File: src/rtl/ctrl_reg_bank_pkg.sv
// ctrl_reg_pkg: shared defaults and write-mode encodings for ctrl_reg_bank.
//   DEF_WIDTH / DEF_NUM_CH / DEF_CNT_W / DEF_RESET_VAL : default parameters
//   MODE_IMM / MODE_DEF : value of IMM[i] selecting immediate / deferred write
package ctrl_reg_pkg;
    localparam int          DEF_WIDTH     = 32;
    localparam int          DEF_NUM_CH    = 4;
    localparam int          DEF_CNT_W     = 16;
    localparam logic [31:0] DEF_RESET_VAL = 32'h0000_0000;
    localparam logic        MODE_IMM      = 1'b1;
    localparam logic        MODE_DEF      = 1'b0;
endpackage

File: src/rtl/ctrl_reg_bank_if.sv
// ctrl_reg_bank_if: write/commit bus of the register bank.
//   master : drives WREN, IMM, IN_VAL, COMMIT, DISCARD; observes outputs
//   slave  : the bank; drives OUT_VAL, PEND, COMMIT_CNT, ERR
interface ctrl_reg_bank_if
    import ctrl_reg_pkg::*;
#(
    parameter int WIDTH  = DEF_WIDTH,
    parameter int NUM_CH = DEF_NUM_CH,
    parameter int CNT_W  = DEF_CNT_W
);
    logic [NUM_CH-1:0]       WREN;
    logic [NUM_CH-1:0]       IMM;
    logic [NUM_CH*WIDTH-1:0] IN_VAL;
    logic                    COMMIT;
    logic                    DISCARD;
    logic [NUM_CH*WIDTH-1:0] OUT_VAL;
    logic [NUM_CH-1:0]       PEND;
    logic [CNT_W-1:0]        COMMIT_CNT;
    logic                    ERR;

    modport master (
        output WREN, IMM, IN_VAL, COMMIT, DISCARD,
        input  OUT_VAL, PEND, COMMIT_CNT, ERR
    );

    modport slave (
        input  WREN, IMM, IN_VAL, COMMIT, DISCARD,
        output OUT_VAL, PEND, COMMIT_CNT, ERR
    );
endinterface

File: src/rtl/ctrl_reg_bank_ch.sv
// ctrl_reg_ch: one channel of the bank (visible, shadow, pending flag).
//   clk_i, rst_i          : clock, synchronous active-high reset
//   wren_i, imm_i         : write enable and write mode
//   in_val_i              : write data
//   commit_i, discard_i   : already conflict-resolved by the top
//   vis_o, pend_o         : visible value, pending-deferred-write flag
module ctrl_reg_ch
    import ctrl_reg_pkg::*;
#(
    parameter int               WIDTH     = DEF_WIDTH,
    parameter logic [WIDTH-1:0] RESET_VAL = WIDTH'(DEF_RESET_VAL)
) (
    input  logic             clk_i,
    input  logic             rst_i,
    input  logic             wren_i,
    input  logic             imm_i,
    input  logic [WIDTH-1:0] in_val_i,
    input  logic             commit_i,
    input  logic             discard_i,
    output logic [WIDTH-1:0] vis_o,
    output logic             pend_o
);
    logic [WIDTH-1:0] vis_q, vis_d;
    logic [WIDTH-1:0] shd_q, shd_d;
    logic             pend_q, pend_d;
    logic             imm_wr, def_wr;
    logic [WIDTH-1:0] eff_shd;
    logic             eff_pend;

    assign imm_wr   = wren_i && (imm_i == MODE_IMM);
    assign def_wr   = wren_i && (imm_i == MODE_DEF);
    // A deferred write in the same cycle as COMMIT is seen through the shadow.
    assign eff_shd  = def_wr ? in_val_i : shd_q;
    assign eff_pend = pend_q | def_wr;

    // Priority: immediate write, then discard, then commit, then plain staging.
    always_comb begin
        vis_d  = vis_q;
        shd_d  = shd_q;
        pend_d = pend_q;
        if (imm_wr) begin
            vis_d  = in_val_i;
            shd_d  = in_val_i;
            pend_d = 1'b0;
        end else if (discard_i) begin
            shd_d  = vis_q;
            pend_d = 1'b0;
        end else if (commit_i) begin
            if (eff_pend) begin
                vis_d  = eff_shd;
                shd_d  = eff_shd;
                pend_d = 1'b0;
            end
        end else if (def_wr) begin
            shd_d  = in_val_i;
            pend_d = 1'b1;
        end
    end

    always_ff @(posedge clk_i) begin
        if (rst_i) begin
            vis_q  <= RESET_VAL;
            shd_q  <= RESET_VAL;
            pend_q <= 1'b0;
        end else begin
            vis_q  <= vis_d;
            shd_q  <= shd_d;
            pend_q <= pend_d;
        end
    end

    assign vis_o  = vis_q;
    assign pend_o = pend_q;
endmodule

File: src/rtl/ctrl_reg_bank.sv
// ctrl_reg_bank: NUM_CH datapath registers with shadow/commit staging.
//   CLK, RST : clock, synchronous active-high reset
//   bus      : ctrl_reg_bank_if slave (writes, COMMIT/DISCARD, outputs)
// Owns the commit counter, the conflict error pulse and COMMIT/DISCARD
// resolution (DISCARD wins when both are asserted).
module ctrl_reg_bank
    import ctrl_reg_pkg::*;
#(
    parameter int               WIDTH     = DEF_WIDTH,
    parameter int               NUM_CH    = DEF_NUM_CH,
    parameter logic [WIDTH-1:0] RESET_VAL = WIDTH'(DEF_RESET_VAL),
    parameter int               CNT_W     = DEF_CNT_W
) (
    input logic             CLK,
    input logic             RST,
    ctrl_reg_bank_if.slave  bus
);
    logic                    commit_ok;
    logic                    conflict;
    logic [CNT_W-1:0]        cnt_q, cnt_d;
    logic                    err_q, err_d;
    logic [NUM_CH*WIDTH-1:0] out_val;
    logic [NUM_CH-1:0]       pend;

    assign conflict  = bus.COMMIT & bus.DISCARD;
    assign commit_ok = bus.COMMIT & ~bus.DISCARD;

    always_comb begin
        cnt_d = cnt_q;
        if (commit_ok) begin
            cnt_d = cnt_q + CNT_W'(1);
        end
        err_d = conflict;
    end

    always_ff @(posedge CLK) begin
        if (RST) begin
            cnt_q <= '0;
            err_q <= 1'b0;
        end else begin
            cnt_q <= cnt_d;
            err_q <= err_d;
        end
    end

    for (genvar i = 0; i < NUM_CH; i++) begin : g_ch
        ctrl_reg_ch #(
            .WIDTH     (WIDTH),
            .RESET_VAL (RESET_VAL)
        ) u_ch (
            .clk_i     (CLK),
            .rst_i     (RST),
            .wren_i    (bus.WREN[i]),
            .imm_i     (bus.IMM[i]),
            .in_val_i  (bus.IN_VAL[i*WIDTH +: WIDTH]),
            .commit_i  (commit_ok),
            .discard_i (bus.DISCARD),
            .vis_o     (out_val[i*WIDTH +: WIDTH]),
            .pend_o    (pend[i])
        );
    end

    assign bus.OUT_VAL    = out_val;
    assign bus.PEND       = pend;
    assign bus.COMMIT_CNT = cnt_q;
    assign bus.ERR        = err_q;
endmodule

File: src/flat_wrapper.sv
// flat-port wrapper written by rule: the top's interface ports become plain ports
module ctrl_reg_bank_flat import ctrl_reg_pkg::*;
#(
    parameter int               WIDTH     = DEF_WIDTH,
    parameter int               NUM_CH    = DEF_NUM_CH,
    parameter logic [WIDTH-1:0] RESET_VAL = WIDTH'(DEF_RESET_VAL),
    parameter int               CNT_W     = DEF_CNT_W
)
  (CLK, RST, bus_WREN, bus_IMM, bus_IN_VAL, bus_COMMIT, bus_DISCARD, bus_OUT_VAL, bus_PEND, bus_COMMIT_CNT, bus_ERR);
  ctrl_reg_bank_if #(.WIDTH(WIDTH), .NUM_CH(NUM_CH), .CNT_W(CNT_W)) bus_i ();
  input logic CLK;
  input logic RST;
  input wire logic [$bits(bus_i.WREN)-1:0] bus_WREN;
  input wire logic [$bits(bus_i.IMM)-1:0] bus_IMM;
  input wire logic [$bits(bus_i.IN_VAL)-1:0] bus_IN_VAL;
  input wire logic [$bits(bus_i.COMMIT)-1:0] bus_COMMIT;
  input wire logic [$bits(bus_i.DISCARD)-1:0] bus_DISCARD;
  output wire logic [$bits(bus_i.OUT_VAL)-1:0] bus_OUT_VAL;
  output wire logic [$bits(bus_i.PEND)-1:0] bus_PEND;
  output wire logic [$bits(bus_i.COMMIT_CNT)-1:0] bus_COMMIT_CNT;
  output wire logic [$bits(bus_i.ERR)-1:0] bus_ERR;
  assign bus_i.WREN = bus_WREN;
  assign bus_i.IMM = bus_IMM;
  assign bus_i.IN_VAL = bus_IN_VAL;
  assign bus_i.COMMIT = bus_COMMIT;
  assign bus_i.DISCARD = bus_DISCARD;
  assign bus_OUT_VAL = bus_i.OUT_VAL;
  assign bus_PEND = bus_i.PEND;
  assign bus_COMMIT_CNT = bus_i.COMMIT_CNT;
  assign bus_ERR = bus_i.ERR;
  ctrl_reg_bank #(.WIDTH(WIDTH), .NUM_CH(NUM_CH), .RESET_VAL(RESET_VAL), .CNT_W(CNT_W)) u_core (.CLK(CLK), .RST(RST), .bus(bus_i));
endmodule
File: config.mk
export PLATFORM = sky130hd
export DESIGN_NAME = ctrl_reg_bank_flat
export DESIGN_NICKNAME = d
export VERILOG_FILES = /design/src/rtl/ctrl_reg_bank_pkg.sv /design/src/rtl/ctrl_reg_bank_if.sv /design/src/rtl/ctrl_reg_bank_ch.sv /design/src/rtl/ctrl_reg_bank.sv /design/src/flat_wrapper.sv
export SDC_FILE = /design/constraint.sdc
export NUM_CORES = 1
export LEC_CHECK = 0
export CORE_UTILIZATION = 35
export CTS_BUF_LIST = sky130_fd_sc_hd__clkbuf_16
export CTS_CLUSTER_SIZE = 24
export DETAILED_ROUTE_END_ITERATION = 10
export GPL_TIMING_DRIVEN = 0
export MAX_ROUTING_LAYER = met4
export SYNTH_ARGS = -nofsm -noshare
export SYNTH_HDL_FRONTEND = slang
export SYNTH_HIERARCHICAL = 1
export SYNTH_SLANG_ARGS = --single-unit
File: constraint.sdc
create_clock -name CLK -period 2.2 [get_ports CLK]
set_input_delay 0.33 -clock CLK [delete_from_list [all_inputs] [get_ports CLK]]
set_output_delay 0.33 -clock CLK [all_outputs]
set_load 0.01 [all_outputs]
==> After elaboration in Yosys (flattened, before gate mapping) <==
Cells that the tools add are included.
{ "classes": {"bitwise_logic": 11, "n_reduce_logical": 32, "n_eq_ne": 12, "addsub": 1, "n_mux": 44} }
{ "op_table": {"columns": ["cell", "n"], "rows": [
  ["$mux 32", 32],
  ["$reduce_bool 2->1", 12],
  ["$add 16x1->16 const B", 1],
  ["$ne 4x4->1 const B", 4],
  ["$mux 1", 12],
  ["$reduce_and 3->1", 4],
  ["$reduce_or 3->1", 4],
  ["$logic_and 1x1->1", 8],
  ["$ne 2x1->1 const B", 4],
  ["$ne 2x2->1 const B", 4],
  ["$reduce_and 2->1", 4],
  ["$not 1->1", 5],
  ["$or 1x1->1", 4],
  ["$and 1x1->1", 2]
]} }
{ "totals": {"wordCells": 114, "in_bits": 140, "regBits": 277, "output_inout_bits": 149} }

==> Longest topological paths before layout <==
Gate-level depths: netlist of the first run.
{ "logic_depth": {"ltp_word": 7, "mapped_depth": 5, "depth_no_buf": 4} }

==> Modules after synthesis <==
Netlist of the first run, hierarchy kept.
{ "modules_own_cells": {"columns": ["module", "cells_each", "instances", "area_each_um2", "seq_area_each_um2"], "rows": [
  ["ctrl_reg_ch", 322, 4, 3035.4, 1301.2],
  ["ctrl_reg_bank", 86, 1, 804.5, 340.3]
]} }

==> Least setup slack after synthesis of the first run <==
OpenSTA, ideal clock, no wires.
{ "synth_path": {"path_type": "input -> register", "from": "in bus_COMMIT", "to": "reg u_core.g_ch[0].u_ch.vis_q[31]", "setup_ns": 0.123, "n_path_buf": 2, "cell_stages": 5, "arrival_time_ns": 1.707, "required_time_ns": 2.077, "setup_slack_ns": 0.370, "path_cell_list": "nor2b_1 clkbuf_1 a32oi_4 buf_6 mux2_1"} }
{ "synth_between": {"elab_chain_len": 3} }
{ "synth_lines": {"columns": ["element", "line_no", "source"], "rows": [
  ["start: declaration", "flat_wrapper.sv:16", "input wire logic [$bits(bus_i.COMMIT)-1:0] bus_COMMIT;"],
  ["$and 1x1->1", "ctrl_reg_bank.sv:26", "assign commit_ok = bus.COMMIT & ~bus.DISCARD;"],
  ["via u_core.commit_ok", "ctrl_reg_bank.sv:18", "logic commit_ok;"],
  ["$reduce_bool 2->1 (no line)", null, null],
  ["$reduce_and 3->1 (no line)", null, null],
  ["end signal: assignment", "ctrl_reg_bank_ch.sv:66", "vis_q <= vis_d;"],
  ["end: declaration", "ctrl_reg_bank_ch.sv:23", "logic [WIDTH-1:0] vis_q, vis_d;"]
]} }
The timed path passes the listed nets, and every way through them passes these cells.
A chain may end at the register's enable or synchronous reset.

==> Worst setup path after layout of the first run <==
{ "layout_path": {"from": "in bus_DISCARD", "to": "reg u_core.g_ch[2].u_ch.vis_q[6]"} }
{ "layout_between": {"elab_chain_len": 4, "word_cells_on_any_way": 5, "classes_between": "1 x eq/ne; 2 x bitwise; 2 x reduce/logical"} }
{ "layout_lines": {"columns": ["element", "line_no", "source"], "rows": [
  ["start: declaration", "flat_wrapper.sv:17", "input wire logic [$bits(bus_i.DISCARD)-1:0] bus_DISCARD;"],
  ["$not 1->1", "ctrl_reg_bank.sv:26", null],
  ["$and 1x1->1", "ctrl_reg_bank.sv:26", null],
  ["via u_core.commit_ok", "ctrl_reg_bank.sv:18", null],
  ["$reduce_bool 2->1 (no line)", null, null],
  ["$reduce_and 3->1 (no line)", null, null],
  ["end signal: assignment", "ctrl_reg_bank_ch.sv:66", null],
  ["end: declaration", "ctrl_reg_bank_ch.sv:23", null]
]} }
The timed path passes the listed nets, and every way through them passes these cells.

==> reports/results.ini, run 1 <==
[worst_setup_path]
end_kind=flip-flop
crit_type=input pin to flip-flop
cp.arrival_ns=2.52
cp_max_fo=15
worstSetupStartpoint=bus_DISCARD
timing.rr.start=u_core/bus.COMMIT_CNT[4]$_SDFFE_PP0P_
cp-start-kind=input pin
reg2reg_depth=5
required_ns=2.64

[global_routing]
grt_pass1_vias=10855
gr-usage-all-layers_pct=19.6
antenna_found_initial=4
grt_max_degree=32
grt_overflow=0
grt_pass1_wl_um=58900

[finish]
drive_gt1_share_pct=14.2
mostFrequentLayoutCells=nor2_1, clkdlybuf4s50_1, dfxtp_1
nets=1832
final_common_cell=nor2_1
final_cell_area_um2=17300
syn_to_final_growth_pct=34.0
fillers=3478

[timing]
rsz0062_at_grt=no
worstMarginPinSlew_ns=0.804
min_period_ns=2.08
slew_viol_final=0
period_share_pct=94.4
timing_hold_violations_final=0
skew_ns=0.00543
slew_headroom_pct=46.4
fmax_mhz=482
finalSetupViolCount=0

[worst_hold_path]
hp-class=input pin to flip-flop
worstHoldPathCells=3
min-delay-start=bus_WREN[1]

[power]
ir_drop_v=0.000604
total_power_uw=12400
power_density_nw_per_um2=713
leakage_uw=0.00713

[run]
cap_violations=0

[synthesis]
ys_async_sr_fraction_pct=0
synthCells=1374
yosys_register_bits=277
ys_seq_area_share_pct=42.8
synth_area_per_cell_um2=9.42
ys_types=35
syn_area_um2=12900
synth_nets=1515
synth_edf_count=0
synth_flop_cell=dfxtp_1
yosys_warnings=6

[run_status]
status=completed

[floorplanning]
rows=70
start_util_pct=35.4
pin_count=289
coreArea_um2=36500
die_w_um=194
die_y_um=194
die-area_um2=37800

[drt]
vias=10842
post_drt_wl_per_cell_um=17.0
drt_wl_total_um=37200
viasPerCell=4.96
drc=0
ant_nets=0
drt_iter0_drc=381
firstDrtPassIters=5

[cts]
cts-root-buf=clkbuf_16
clk_latency_ns=0.55
cts_buffers=31
postCtsSetupRepairBufs=0
htreeDepth=1
ctsHoldBuffers=0
cts_tree=yes
clock_sinks=277
clk_transition_reported_paths_ns=0.06
postCtsResizedCells=2
clock_path_buffers=3

[placed_design]
gp_congestion=0.793
dp_hpwl_um=26000
postPlaceCellArea_um2=16400
port_buffers=284

## synth_stat cells, drive strengths merged (5+ instances only)
cell type	count	area [um^2]
buf	72	489
nand2	7	26.3
nor2	401	1510
nor2b	132	826
nand4	5	31.3
mux2i	129	1290
dfxtp	277	5550
clkbuf	38	143
mux2	131	1480
xor2	10	87.6
and3	6	43.8
a2111oi	128	1120
## worst paths after layout
check	end	slack, ns
max	u_core/g_ch[2].u_ch/vis_o[6]$_SDFFE_PP0P_	0.12
min	u_core/g_ch[1].u_ch/pend_o$_SDFFE_PP0P_	0.20
max reg2reg	u_core/bus.COMMIT_CNT[15]$_SDFFE_PP0P_	0.58
min reg2reg	flip-flop	0.52
## layout make-up
type,instances,area [um^2],area share [%]
plain buffers,110,633,3.65
repair buffers,284,2840,16.4
diodes,4,10.0,0.0577
well taps,468,586,3.38
clock inverters,25,189,1.09
clock buffers,31,776,4.47
inverters,4,15.0,0.0866
multi-input cells,983,6750,38.9
flip-flops and latches,277,5550,32.0
## report_power, final
group          internal (uW)  leakage, uW  switching (uW)
logic                    976      0.00435             932
clock network           2890     0.000498            2090
registers               5340      0.00227             149
## cell families (layout without fill, tap and decap cells)
| kind of cell | Yosys count | count (layout) | share of synthesized area (%) |
|---|---|---|---|
| other cells | 0 | 4 | 0 |
| fa+ha+maj | 1 | 1 | 0.0966 |
| flops | 277 | 277 | 42.8 |
| xor+xnor | 11 | 11 | 0.744 |
| buf+inv | 114 | 454 | 5.00 |
| mux | 260 | 260 | 21.4 |
| simple gates | 573 | 573 | 20.0 |
| compound gates | 138 | 138 | 9.93 |
## worst max-delay path, stage by stage
cell,delay (ns)
clkdlybuf4s15_1,0.66
nor2b_1,0.09
clkbuf_2,0.39
a32oi_4,0.47
buf_6,0.21
mux2_2,0.34
## per-layer routing
metal	wire, um	global-route usage (%)	part of all wire (%)	vias to the layer above
met2	16900	31.0	45	296
met1	17100	25.1	46	5061
met5	0	-	0	-
li1	-	-	-	5440
met3	2630	5.28	7.1	45
met4	649	4.06	1.7	0
## per-stage QoR
| stage | instances | hold WS (ns) | setup TNS, ns | worst slack, ns | util (%) |
|---|---|---|---|---|---|
| final | 2186 | 0.205 | 0 | 0.124 | 47.5 |
| after global routing | 2186 | 0.204 | 0 | 0.0128 | 47.5 |
| after CTS | 2182 | 0.178 | 0 | 0.0554 | 47.5 |
| after detailed placement | 2126 | 0.508 | -188.49 | -1.22 | 44.8 |
| after global placement | 2126 | 0.498 | -233.15 | -1.20 | 44.8 |
| after floorplan | 1374 | 0.444 | 0 | 0.370 | - |
(Power assumes the default switching activity.)
==> run 2, diff against run 1 <==
--- a/config.mk
+++ b/config.mk
@@ -15,3 +15,4 @@
 export SYNTH_HDL_FRONTEND = slang
 export SYNTH_HIERARCHICAL = 1
 export SYNTH_SLANG_ARGS = --single-unit
+export TNS_END_PERCENT = 1
==> constraint.sdc (replaced) <==
create_clock -name CLK -period 1.8 [get_ports CLK]
set_input_delay 0.27 -clock CLK [delete_from_list [all_inputs] [get_ports CLK]]
set_output_delay 0.27 -clock CLK [all_outputs]
set_load 0.01 [all_outputs]
==> reports/results.ini, run 2 (synthesis gave the netlist of run 1 again) <==
[power]
total_power_uw=15100  ; +22%
swShare_pct=25.7  ; +0.056 points
leakage_uw=0.00791  ; +11%
pwr-share-seq_pct=44.4  ; about the same
ir_drop_v=0.000747  ; +24%
combPwrFrac_pct=15.3  ; about the same
cellInternalPower_uw=11200  ; +22%
power_density_nw_per_um2=867  ; +22%
pwr-share-clk_pct=40.3  ; about the same
p_switching_uw=3880  ; +22%

[drt]
drc=0  ; unchanged
firstDrtPassIters=4  ; -1
vias=10845  ; +0.028%
ant_nets=0  ; unchanged
drt_iter0_drc=415  ; +8.9%
drt_wl_total_um=37300  ; about the same
viasPerCell=4.96  ; about the same
post_drt_wl_per_cell_um=17.0  ; about the same

[placed_design]
preCtsSetupSlack_ns=-1.56  ; -0.340 ns
gp_congestion=0.793  ; unchanged
dp.cells=2126  ; unchanged
port_buffers=284  ; unchanged
dp_hpwl_um=26000  ; unchanged

[worst_hold_path]
min-delay-start=bus_WREN[1]
hp-class=input pin to flip-flop

[floorplanning]
die-area_um2=37800  ; unchanged
pin_count=289  ; unchanged
die_y_um=194  ; unchanged
coreArea_um2=36500  ; unchanged
die_w_um=194  ; unchanged
start_util_pct=35.4  ; unchanged
rows=70  ; unchanged

[worst_setup_path]
cpLargestDelayFamily=buffers and inverters
cp.arrival_ns=1.48  ; -1.04 ns
cp-start-kind=flip-flop
required_ns=1.53  ; -1.11 ns
worstSetupStartpoint=u_core/g_ch[2].u_ch/vis_o[28]$_SDFFE_PP0P_
timing.rr.start=u_core/bus.COMMIT_CNT[4]$_SDFFE_PP0P_
crit_type=flip-flop to output port
end_kind=output port
cp_max_fo=3  ; -12
crit_slowest_cell=clkdlybuf4s50_1
cpPeakStageDelay_ns=0.55  ; -0.11 ns
worstPathCellList=clkdlybuf4s50_1
path_buf_inv=1  ; -2

[finish]
final_common_cell=nor2_1
fin_cells=2186  ; unchanged
mostFrequentLayoutCells=nor2_1, dfxtp_1, clkdlybuf4s50_1
syn_to_final_growth_pct=34.5
utilization_pct=47.7  ; +0.18 points
nets=1832  ; unchanged
drive_gt1_share_pct=14.3  ; +0.058 points
fillers=3490  ; +0.35%

[cts]
clk_latency_ns=0.55  ; about the same
cts-root-buf=clkbuf_16
postCtsSetupRepairBufs=0  ; unchanged
clock_sinks=277  ; unchanged
cts_tree=yes
clk_transition_reported_paths_ns=0.06  ; about the same
ctsHoldBuffers=0  ; unchanged
htreeDepth=1  ; unchanged
cts_buffers=31  ; unchanged
clock_path_buffers=3  ; unchanged

[timing]
rsz0062_at_grt=no
skew_ns=0.00691  ; +0.00147 ns
fmax_mhz=571
worstMarginPinSlew_ns=0.602  ; -0.202 ns
finalSetupViolCount=0  ; unchanged
period_share_pct=97.3
setup_ws_ns=0.0492  ; -0.0749 ns
slew_viol_final=0  ; unchanged
slew_headroom_pct=59.8  ; +13 points
min_period_ns=1.75
timing_hold_violations_final=0  ; unchanged

[global_routing]
grt_overflow=0  ; unchanged
antenna_found_initial=4  ; unchanged
grt_pass1_wl_um=58900  ; unchanged
grt_max_degree=32  ; unchanged
grt_pass1_vias=10852  ; -0.028%
gr-usage-all-layers_pct=19.6  ; unchanged

[run]
cap_violations=0  ; unchanged

[run_status]
status=completed

==> run 2: cell count changes in the layout (fill, tap and decap cells not counted) <==
cell / before / now
buf_2: 29 / 28
clkbuf_2: 1 / 0
clkbuf_4: 0 / 2
clkdlybuf4s15_1: 1 / 0
clkdlybuf4s15_2: 0 / 1
clkdlybuf4s50_1: 282 / 216
dlygate4sd2_1: 0 / 28
dlymetal6s2s_1: 0 / 38
==> run 2: final cells by class <==
class                           instances  area [um^2]  share of cell area, %
Inverter                                4         15.0                 0.0862
Sequential cell                       277         5550                   31.8
Timing Repair Buffer                  284         2900                   16.7
Clock buffer                           31          776                   4.46
Tap cell                              468          586                   3.36
Buffer                                110          636                   3.65
Antenna cell                            4         10.0                 0.0575
Clock inverter                         25          189                   1.09
Multi-Input combinational cell        983         6750                   38.8
==> run 2: stage by stage <==
| stage | hold slack [ns] | instance area, um^2 | setup TNS, ns |
|---|---|---|---|
| 2_1_floorplan | 0.384 | 12900 | 0 |
| 3_3_place_gp | 0.498 | 16400 | -327.33 |
| 3_5_place_dp | 0.508 | 16400 | -282.13 |
| 4_1_cts | 0.118 | 17300 | 0 |
| 5_1_grt | 0.144 | 17400 | 0 |
| 6_report | 0.142 | 17400 | 0 |
==> run 2: path summary, 6_finish.rpt <==
path | cells past startpoint | to | slack (ns)
max reg2reg | 5 | u_core/bus.COMMIT_CNT[15]$_SDFFE_PP0P_ | 0.19
max | 1 | bus_OUT_VAL[92] | 0.05
min | 3 | u_core/g_ch[1].u_ch/pend_o$_SDFFE_PP0P_ | 0.14
min reg2reg | 2 | flip-flop | 0.51
==> run 2: worst reg2reg max path, cell delays in order, from the launching register on <==
cell     delay, ns
dfxtp_1       0.43
and4_1        0.25
buf_6         0.13
and4_4        0.23
and3_4        0.18
mux2_4        0.28
==> run 2: metal layers <==
layer	part of all wire [%]	GRT usage [%]	up-vias
met2	45	31.0	291
met1	46	25.1	5074
met5	0	-	-
met3	6.8	5.28	44
li1	-	-	5436
met4	1.7	4.06	0
==> run 2: what timing repair did <==
action / CTS / global route
resized for setup: 33 / 39
pin swaps: 0 / 0
endpoints found under the setup margin: 282 / 62
endpoints found under the hold margin: 0 / 0
==> run 2: power groups by stage <==
stage	sequential, uW	combinational (uW)	clock [uW]
2_1_floorplan	6870	1220	0
3_3_place_gp	6830	2310	0
3_5_place_dp	6840	2340	0
4_1_cts	6700	2340	6280
5_1_grt	6740	2520	6510
6_report	6700	2310	6090
